**src/rtl/zint_ack_pkg.sv**
```systemverilog
// Shared definitions for the Z80 IM2 interrupt responder (zint_ack).
// Holds the state encodings, the RETI opcode bytes and the default sizes.
package zint_ack_pkg;

    // Default number of sources and index width (clog2 of the source count)
    localparam int NSRC_DEF = 4;
    localparam int IDXW_DEF = 2;

    // Main acknowledge FSM
    typedef enum logic [1:0] {
        ST_IDLE = 2'd0,
        ST_ACK  = 2'd1,
        ST_DONE = 2'd2
    } ack_state_t;

    // RETI opcode decoder FSM (ED prefix seen or not)
    typedef enum logic {
        RS_IDLE = 1'b0,
        RS_ED   = 1'b1
    } reti_state_t;

    // RETI is the two-byte opcode ED 4D
    localparam logic [7:0] OP_ED = 8'hED;
    localparam logic [7:0] OP_4D = 8'h4D;

endpackage

```
**src/rtl/zint_prio.sv**
```systemverilog
// Fixed-priority encoder: bit 0 is the highest priority.
// Reports whether any request is set and the index of the winning one.
module zint_prio #(
    parameter int N = 4,
    parameter int W = 2
) (
    input  logic [N-1:0] i_req,
    output logic         o_any,
    output logic [W-1:0] o_idx
);

    // Scan from the lowest priority upward so the lowest set index wins last
    always_comb begin
        o_any = |i_req;
        o_idx = '0;
        for (int i = N - 1; i >= 0; i--) begin
            if (i_req[i]) begin
                o_idx = W'(i);
            end
        end
    end

endmodule

```
**src/rtl/zint_ack.sv**
```systemverilog
// Z80 IM2 interrupt responder and prioritiser.
// Latches per-source request strobes, drives /INT, answers the INTACK cycle
// (M1 + IORQ, qualified on the Z80 clock falling edge) with an even IM2 vector
// and pulses int_ack on the source that was acknowledged.
// Optional feature macro: ZINT_RETI_EN builds an in-service mask and a RETI
// (ED 4D) decoder so that an active handler masks itself and all lower
// priority sources until it returns.
module zint_ack
    import zint_ack_pkg::*;
#(
    parameter int NSRC = NSRC_DEF,
    parameter int IDXW = IDXW_DEF
) (
    input  logic            i_fclk,
    input  logic            i_rst_n,
    input  logic            i_zpos,
    input  logic            i_zneg,
    input  logic            i_iorq_n,
    input  logic            i_m1_n,
    input  logic            i_mreq_n,
    input  logic [7:0]      i_din,
    input  logic [NSRC-1:0] i_int_req,
    input  logic [7:0]      i_vec_base,
    output logic            o_int_n,
    output logic            o_vec_oe,
    output logic [7:0]      o_vec_out,
    output logic [NSRC-1:0] o_int_ack
);

    // ------------------------------------------------------------------
    // State
    // ------------------------------------------------------------------
    ack_state_t      r_state;
    logic [NSRC-1:0] r_pend;
    logic            r_int_n;
    logic            r_vec_oe;
    logic [7:0]      r_vec_out;
    logic [NSRC-1:0] r_int_ack;

    logic [NSRC-1:0] w_elig;
    logic            w_elig_any;
    logic [IDXW-1:0] w_elig_idx;
    logic [IDXW-1:0] w_vec_idx;
    logic            w_intack;
    logic [NSRC-1:0] w_ack_mask;

    // INTACK: M1 and IORQ both low, sampled on the Z80 clock falling edge
    assign w_intack = (r_state == ST_IDLE) && i_zneg && !i_iorq_n && !i_m1_n;

    // Only a real (non-spurious) acknowledge touches pend / isr / int_ack
    assign w_ack_mask = (w_intack && w_elig_any) ? (NSRC'(1) << w_elig_idx) : '0;

    // Spurious acknowledges answer with the all-ones index
    assign w_vec_idx = w_elig_any ? w_elig_idx : '1;

    // Winner among the eligible sources
    zint_prio #(
        .N (NSRC),
        .W (IDXW)
    ) u_prio_elig (
        .i_req (w_elig),
        .o_any (w_elig_any),
        .o_idx (w_elig_idx)
    );

`ifdef ZINT_RETI_EN
    // ------------------------------------------------------------------
    // In-service mask and RETI decoder
    // ------------------------------------------------------------------
    logic [NSRC-1:0] r_isr;
    reti_state_t     r_rstate;
    logic            w_isr_any;
    logic [IDXW-1:0] w_isr_idx;
    logic            w_fetch;
    logic            w_reti;
    logic [NSRC-1:0] w_isr_clr;
    logic            w_unused_ok;

    // Highest-priority source currently in service
    zint_prio #(
        .N (NSRC),
        .W (IDXW)
    ) u_prio_isr (
        .i_req (r_isr),
        .o_any (w_isr_any),
        .o_idx (w_isr_idx)
    );

    // A source is eligible only if it outranks every handler in service
    genvar gi;
    generate
        for (gi = 0; gi < NSRC; gi++) begin : g_elig
            assign w_elig[gi] = r_pend[gi] &&
                                (!w_isr_any || (IDXW'(gi) < w_isr_idx));
        end
    endgenerate

    // Opcode fetch: M1 + MREQ with IORQ idle, data valid at Z80 rising edge
    assign w_fetch   = i_zpos && !i_m1_n && !i_mreq_n && i_iorq_n;
    assign w_reti    = w_fetch && (r_rstate == RS_ED) && (i_din == OP_4D);
    assign w_isr_clr = (w_reti && w_isr_any) ? (NSRC'(1) << w_isr_idx) : '0;

    // Low vector bits are replaced by the index field
    assign w_unused_ok = &{1'b0, i_vec_base[IDXW:0]};

    // In-service bits: set on acknowledge, highest one retired by RETI
    always_ff @(posedge i_fclk or negedge i_rst_n) begin
        if (!i_rst_n) begin
            r_isr <= '0;
        end else begin
            r_isr <= (r_isr & ~w_isr_clr) | w_ack_mask;
        end
    end

    // Track the ED prefix across opcode fetches; repeated ED keeps it armed
    always_ff @(posedge i_fclk or negedge i_rst_n) begin
        if (!i_rst_n) begin
            r_rstate <= RS_IDLE;
        end else if (w_fetch) begin
            case (r_rstate)
                RS_IDLE: begin
                    if (i_din == OP_ED) begin
                        r_rstate <= RS_ED;
                    end
                end
                RS_ED: begin
                    if (i_din != OP_ED) begin
                        r_rstate <= RS_IDLE;
                    end
                end
                default: r_rstate <= RS_IDLE;
            endcase
        end
    end
`else
    // Without nesting every pending source may interrupt
    logic w_unused_ok;

    assign w_elig      = r_pend;
    assign w_unused_ok = &{1'b0, i_vec_base[IDXW:0], i_zpos, i_mreq_n, i_din};
`endif

    // ------------------------------------------------------------------
    // Pending requests: a new strobe wins over a same-cycle acknowledge
    // ------------------------------------------------------------------
    always_ff @(posedge i_fclk or negedge i_rst_n) begin
        if (!i_rst_n) begin
            r_pend <= '0;
        end else begin
            r_pend <= (r_pend & ~w_ack_mask) | i_int_req;
        end
    end

    // ------------------------------------------------------------------
    // Acknowledge FSM with registered bus and /INT outputs
    // ------------------------------------------------------------------
    always_ff @(posedge i_fclk or negedge i_rst_n) begin
        if (!i_rst_n) begin
            r_state   <= ST_IDLE;
            r_int_n   <= 1'b1;
            r_vec_oe  <= 1'b0;
            r_vec_out <= '0;
            r_int_ack <= '0;
        end else begin
            r_int_ack <= '0;
            case (r_state)
                ST_IDLE: begin
                    r_int_n <= ~w_elig_any;
                    if (w_intack) begin
                        r_state   <= ST_ACK;
                        r_int_n   <= 1'b1;
                        r_vec_oe  <= 1'b1;
                        r_vec_out <= {i_vec_base[7:IDXW+1], w_vec_idx, 1'b0};
                        r_int_ack <= w_ack_mask;
                    end
                end
                ST_ACK: begin
                    // Vector stays on the bus until the CPU releases IORQ
                    r_int_n <= 1'b1;
                    if (i_iorq_n) begin
                        r_state  <= ST_DONE;
                        r_vec_oe <= 1'b0;
                    end
                end
                ST_DONE: begin
                    // One-cycle gap before /INT may be asserted again
                    r_int_n <= 1'b1;
                    r_state <= ST_IDLE;
                end
                default: begin
                    r_state  <= ST_IDLE;
                    r_int_n  <= 1'b1;
                    r_vec_oe <= 1'b0;
                end
            endcase
        end
    end

    assign o_int_n   = r_int_n;
    assign o_vec_oe  = r_vec_oe;
    assign o_vec_out = r_vec_out;
    assign o_int_ack = r_int_ack;

endmodule
```
**config.mk**
```make
export PLATFORM = sky130hd
export DESIGN_NAME = zint_ack
export DESIGN_NICKNAME = d
export VERILOG_FILES = /design/src/rtl/zint_ack_pkg.sv /design/src/rtl/zint_prio.sv /design/src/rtl/zint_ack.sv
export SDC_FILE = /design/constraint.sdc
export NUM_CORES = 1
export LEC_CHECK = 0
export CORE_ASPECT_RATIO = 0.75
export CORE_MARGIN = 4
export CORE_UTILIZATION = 31
export CTS_BUF_LIST = sky130_fd_sc_hd__clkbuf_16
export CTS_CLUSTER_SIZE = 12
export DETAILED_ROUTE_END_ITERATION = 6
export HOLD_SLACK_MARGIN = 0.05
export PLACE_DENSITY_LB_ADDON = 0.12
export SLEW_MARGIN = 20
export SYNTH_ARGS = -nofsm -noshare
export SYNTH_HDL_FRONTEND = slang
export SYNTH_HIERARCHICAL = 1
export SYNTH_SLANG_ARGS = --single-unit
```
**constraint.sdc**
```tcl
create_clock -name i_fclk -period 3.2 [get_ports i_fclk]
set_input_delay 0.32 -clock i_fclk [delete_from_list [all_inputs] [get_ports i_fclk]]
set_output_delay 0.32 -clock i_fclk [all_outputs]
set_load 0.03 [all_outputs]
```
Yosys cells after proc, flatten, opt, wreduce, memory -nomap -nowiden
Cells that the tools add are included.
- div/mod/pow operators: 0
- order comparisons: 0
- equality and inequality tests: 4
- multipliers: 0
- multiplexer cells: 16
- bitwise logic cells: 5
- shift-type cells: 1
- $add $sub $neg: 0
- reductions and logical operators: 11
- operators by type and width (cell ; number):
    $mux 2 ; 7
    $mux 4 ; 3
    $and 4x4->4 ; 1
    $logic_and 1x1->1 ; 4
    $mux 1 ; 4
    $ne 2x2->1 const B ; 2
    $not 4->4 ; 1
    $or 4x4->4 ; 1
    $pmux 2 s2 ; 1
    $reduce_and 2->1 ; 2
    $reduce_or 4->1 ; 1
    $shl 1x2->4 const A ; 1
    $pmux 1 s3 ; 1
    $reduce_and 3->1 ; 1
    $eq 2x1->1 const B ; 1
    $eq 2x2->1 const B ; 1
    $logic_not 1->1 ; 2
    $logic_not 2->1 ; 1
    $not 1->1 ; 2
- memories kept: 0
- bits in latches: 0
- input port bits: 27
- bits in read-only memories: 0
- register bits: 19
- memory bits (writable): 0
- word-level logic and storage cells: 43
- output and inout bits: 14

Depth between registers and ports, before layout
- word-level depth: 9
- mapped depth: 5
- gate-level depth less buffers: 5

Cells and area by module
The synthesis kept the hierarchy.
- by module, submodules not included (module ; sequential area each (um^2) ; cells each ; instances ; area each (um^2)):
    zint_ack ; 476.7 ; 57 ; 1 ; 779.5
    zint_prio ; 0.0 ; 7 ; 1 ; 35.0

Least setup slack after synthesis
Ideal clock, no wire load.
- path kind: input-to-reg
- from: input port i_iorq_n
- to: register r_vec_out[3], in the netlist o_vec_out[3]
- setup time: 0.125 ns
- arrival time: 1.036 ns
- data required time: 3.075 ns
- buffers on the path: 0
- stages: 3
- path slack: 2.039 ns
- cells stage by stage: nor3b_4 > nand2_4 > mux2_4
- word-level cells in the longest chain between the ends: 4
- ends and longest elaborated chain (what ; line ; RTL):
    start: declaration ; zint_ack.sv:18 ; input logic i_iorq_n,
    $logic_not 1->1 ; zint_ack.sv:48 ; assign w_intack = (r_state == ST_IDLE) && i_zneg && !i_iorq_n && !i_m1_n;
    $logic_and 1x1->1 (2 in series) ; zint_ack.sv:48 ;
    $reduce_and 2->1 (no line) ; - ;
    end signal: assignment ; zint_ack.sv:173 ; r_vec_out <= {i_vec_base[7:IDXW+1], w_vec_idx, 1'b0};
    end: declaration ; zint_ack.sv:37 ; logic [7:0] r_vec_out;
Every way passes these cells.
A chain may end at the register's enable or synchronous reset.

Worst setup path after layout
- from: register r_int_n, in the netlist o_int_n
- to: output port o_int_n
- RTL lines (what ; line ; RTL):
    start: declaration ; zint_ack.sv:35 ; logic r_int_n;
    start signal: assignment ; zint_ack.sv:168 ; r_int_n <= ~w_elig_any;
    end: declaration ; zint_ack.sv:24 ; output logic o_int_n,
No word-level cell between the ends.

==> run metrics <==
max-cap viol count 0; min setup slack post-route 1.46 ns; LEAKAGE 0.556 nW; final cycle utilization of the critical path 54.5%; top cell type by total area after synthesis dfrtp_1; RSZ-0062 raised after global routing no; Initial Util 33.9%; DIE WIDTH 67.2 um; I/O pins 41; Max Freq 574 MHz; CTS buffer count 3; EDFF count, synth 0; Cell Area, Synth 815 um^2; hpwl dp 1.19 mm; layout cells sized above 1 16.1%; TritonCTS clock tree yes; Setup Crit Path Kind reg -> out; Commonest cells post-synth dfrtp_1, inv_1, mux2_4; total routed wirelength 1.58 mm; Worst Path Required 2.88 ns; CTS hold repair buffers 0; Final ANT Viol Nets 0; clock latency on the worst-skew pair 0.25 ns; Worst path top cell family by delay buffers and inverters; fin cells 127; Core Area 2400 um^2; crit end category output pin; Rel. slew slack 44.6%; Pre-antenna DRT Iters 2; Setup TNS 0 ns; RD Place Congestion 0.699; area added between synthesis and finish 46.1%; Via density 4.33; vias in the first global route 576; Remaining Overflow, GRT 0; largest cells by area after synthesis dfrtp_1, mux2_4, and4_1; PostCTS Resize Cnt 0; height of the die 52.4 um; HP Class reg -> reg; Nets 121; Ant. Diodes 0; Final Core Density 49.5%; net count after synthesis 91; Synth Register Bits 19; fin crit period 1.74 ns; first-pass GRT wire length 2.65 mm; Main synth FF type dfrtp_1; clk buf depth 2; H-tree depth 1; ys async rst share 100%; maximum VDD drop 0.431 mV; Final Slew Violations 0; crit path launch type flip-flop; CTS root buf clkbuf_16; Data arrival, critical path 1.42 ns; post-synthesis sequential area ratio 58.5%; 1st-iter DRT viols 35; Final Hold Vio Count 0; slew of the pin with the lowest slew margin 0.828 ns; Post-Place Setup Slack 1.39 ns; post-synth top area share 55.3%; DRC 0; IO buf count 26; clock sinks 19; final setup vio count 0; Rows 15; cell count after placement 123; Die ar. 3520 um^2; Max stage delay on crit path 0.67 ns; yosys warns 6; crit-path max FO 1; WP buf/inv 1; DR vias 550; wire per inst 12.4 um; synthesized area per cell 12.7 um^2; Unique masters post-synth 22; Pwr Density 618 nW/um^2; total track usage 10.5%; most common cell in the netlist dfrtp_1; clock slew at reported path FFs 0.05 ns; initial antenna violation count 0; worst-path cell chain clkdlybuf4s50_1; outcome completed; Post-Synthesis Cells 64; largest net degree at the start of global routing 20; Post-Route Skew 0.00224 ns; slowest CP cell clkdlybuf4s50_1; Post-CTS Setup Inserts 0
metal layers:
| metal | vias up | global-route usage, % | part of all wire (%) |
|---|---|---|---|
| met3 | 2 | 6.22 | 8.9 |
| met1 | 252 | 13.1 | 46 |
| met2 | 16 | 15.7 | 44 |
| met5 | - | 0 | 0 |
| li1 | 280 | - | - |
| met4 | 0 | 2.02 | 0.44 |
report_power, final:
group	internal, W	switching, W	total, W
Combinational	0.0000954	0.0000987	0.000194
Clock	0.000167	0.0000842	0.000251
Sequential	0.000273	0.0000174	0.000290
Total	0.000535	0.000200	0.000736
layout by cell type, fill, tap and decap left out, types with 2 or more instances in the layout:
| cell type | synthesis | layout |
|---|---|---|
| a21oi_1 | 2 | 2 |
| a41oi_1 | 2 | 2 |
| and4_1 | 4 | 4 |
| clkbuf_16 | 0 | 3 |
| clkdlybuf4s50_1 | 0 | 26 |
| dfrtp_1 | 18 | 18 |
| inv_1 | 8 | 8 |
| mux2_4 | 5 | 5 |
| nand2_1 | 3 | 3 |
| nand2b_1 | 2 | 2 |
| nor2_1 | 3 | 3 |
| o21ai_0 | 2 | 2 |
| o21bai_1 | 4 | 4 |
area by class of cell:
| type | count | area (um^2) |
|---|---|---|
| inverter | 8 | 30.0 |
| sequential | 19 | 477 |
| fill | 238 | 1210 |
| tap | 34 | 42.5 |
| clock buffer | 3 | 75.1 |
| timing repair buffer | 26 | 260 |
| clock inverter | 1 | 5.00 |
| multi-input combinational | 36 | 300 |
flip-flops by register name, indices dropped and copies added (netlist names):
register,count
o_int_ack,4
o_int_n,1
o_vec_oe,1
o_vec_out,7
r_pend,4
r_state,2
logic make-up (layout without fill, tap and decap cells):
kind of cell,count (synthesis),count (layout),share of synthesized area (%)
AND/OR/NAND/NOR,19,19,17.8
other,1,1,0.460
multiplexers,5,5,9.22
flip-flops,19,19,58.5
AO/OA/AOI/OAI,11,11,9.37
buffers and inverters,9,38,4.61
stage by stage:
stage          area (um^2)  hold slack (ns)  power (W)
2_1_floorplan          815           0.0244   0.000403
3_3_place_gp          1110            0.464   0.000489
3_5_place_dp          1110            0.464   0.000490
4_1_cts               1190            0.477   0.000748
5_1_grt               1190            0.516   0.000775
6_report              1190            0.471   0.000736
worst paths after layout:
check,to,startpoint,slack (ns),depth (start not counted)
min in group asynchronous,o_int_ack[1]$_DFF_PN0_,i_rst_n,0.55,1
max in group asynchronous,o_vec_out[5]$_DFFE_PN0P_,i_rst_n,2.14,1
min,o_vec_oe$_DFFE_PN0P_,o_vec_oe$_DFFE_PN0P_,0.47,2
min reg2reg,o_vec_oe$_DFFE_PN0P_,o_vec_oe$_DFFE_PN0P_,0.47,2
max reg2reg,r_pend[1]$_DFF_PN0_,r_state[1]$_DFFE_PN0P_,1.93,3
max,o_int_n,o_int_n$_DFF_PN1_,1.46,1
Note: power is estimated with default switching activity, not from simulation.
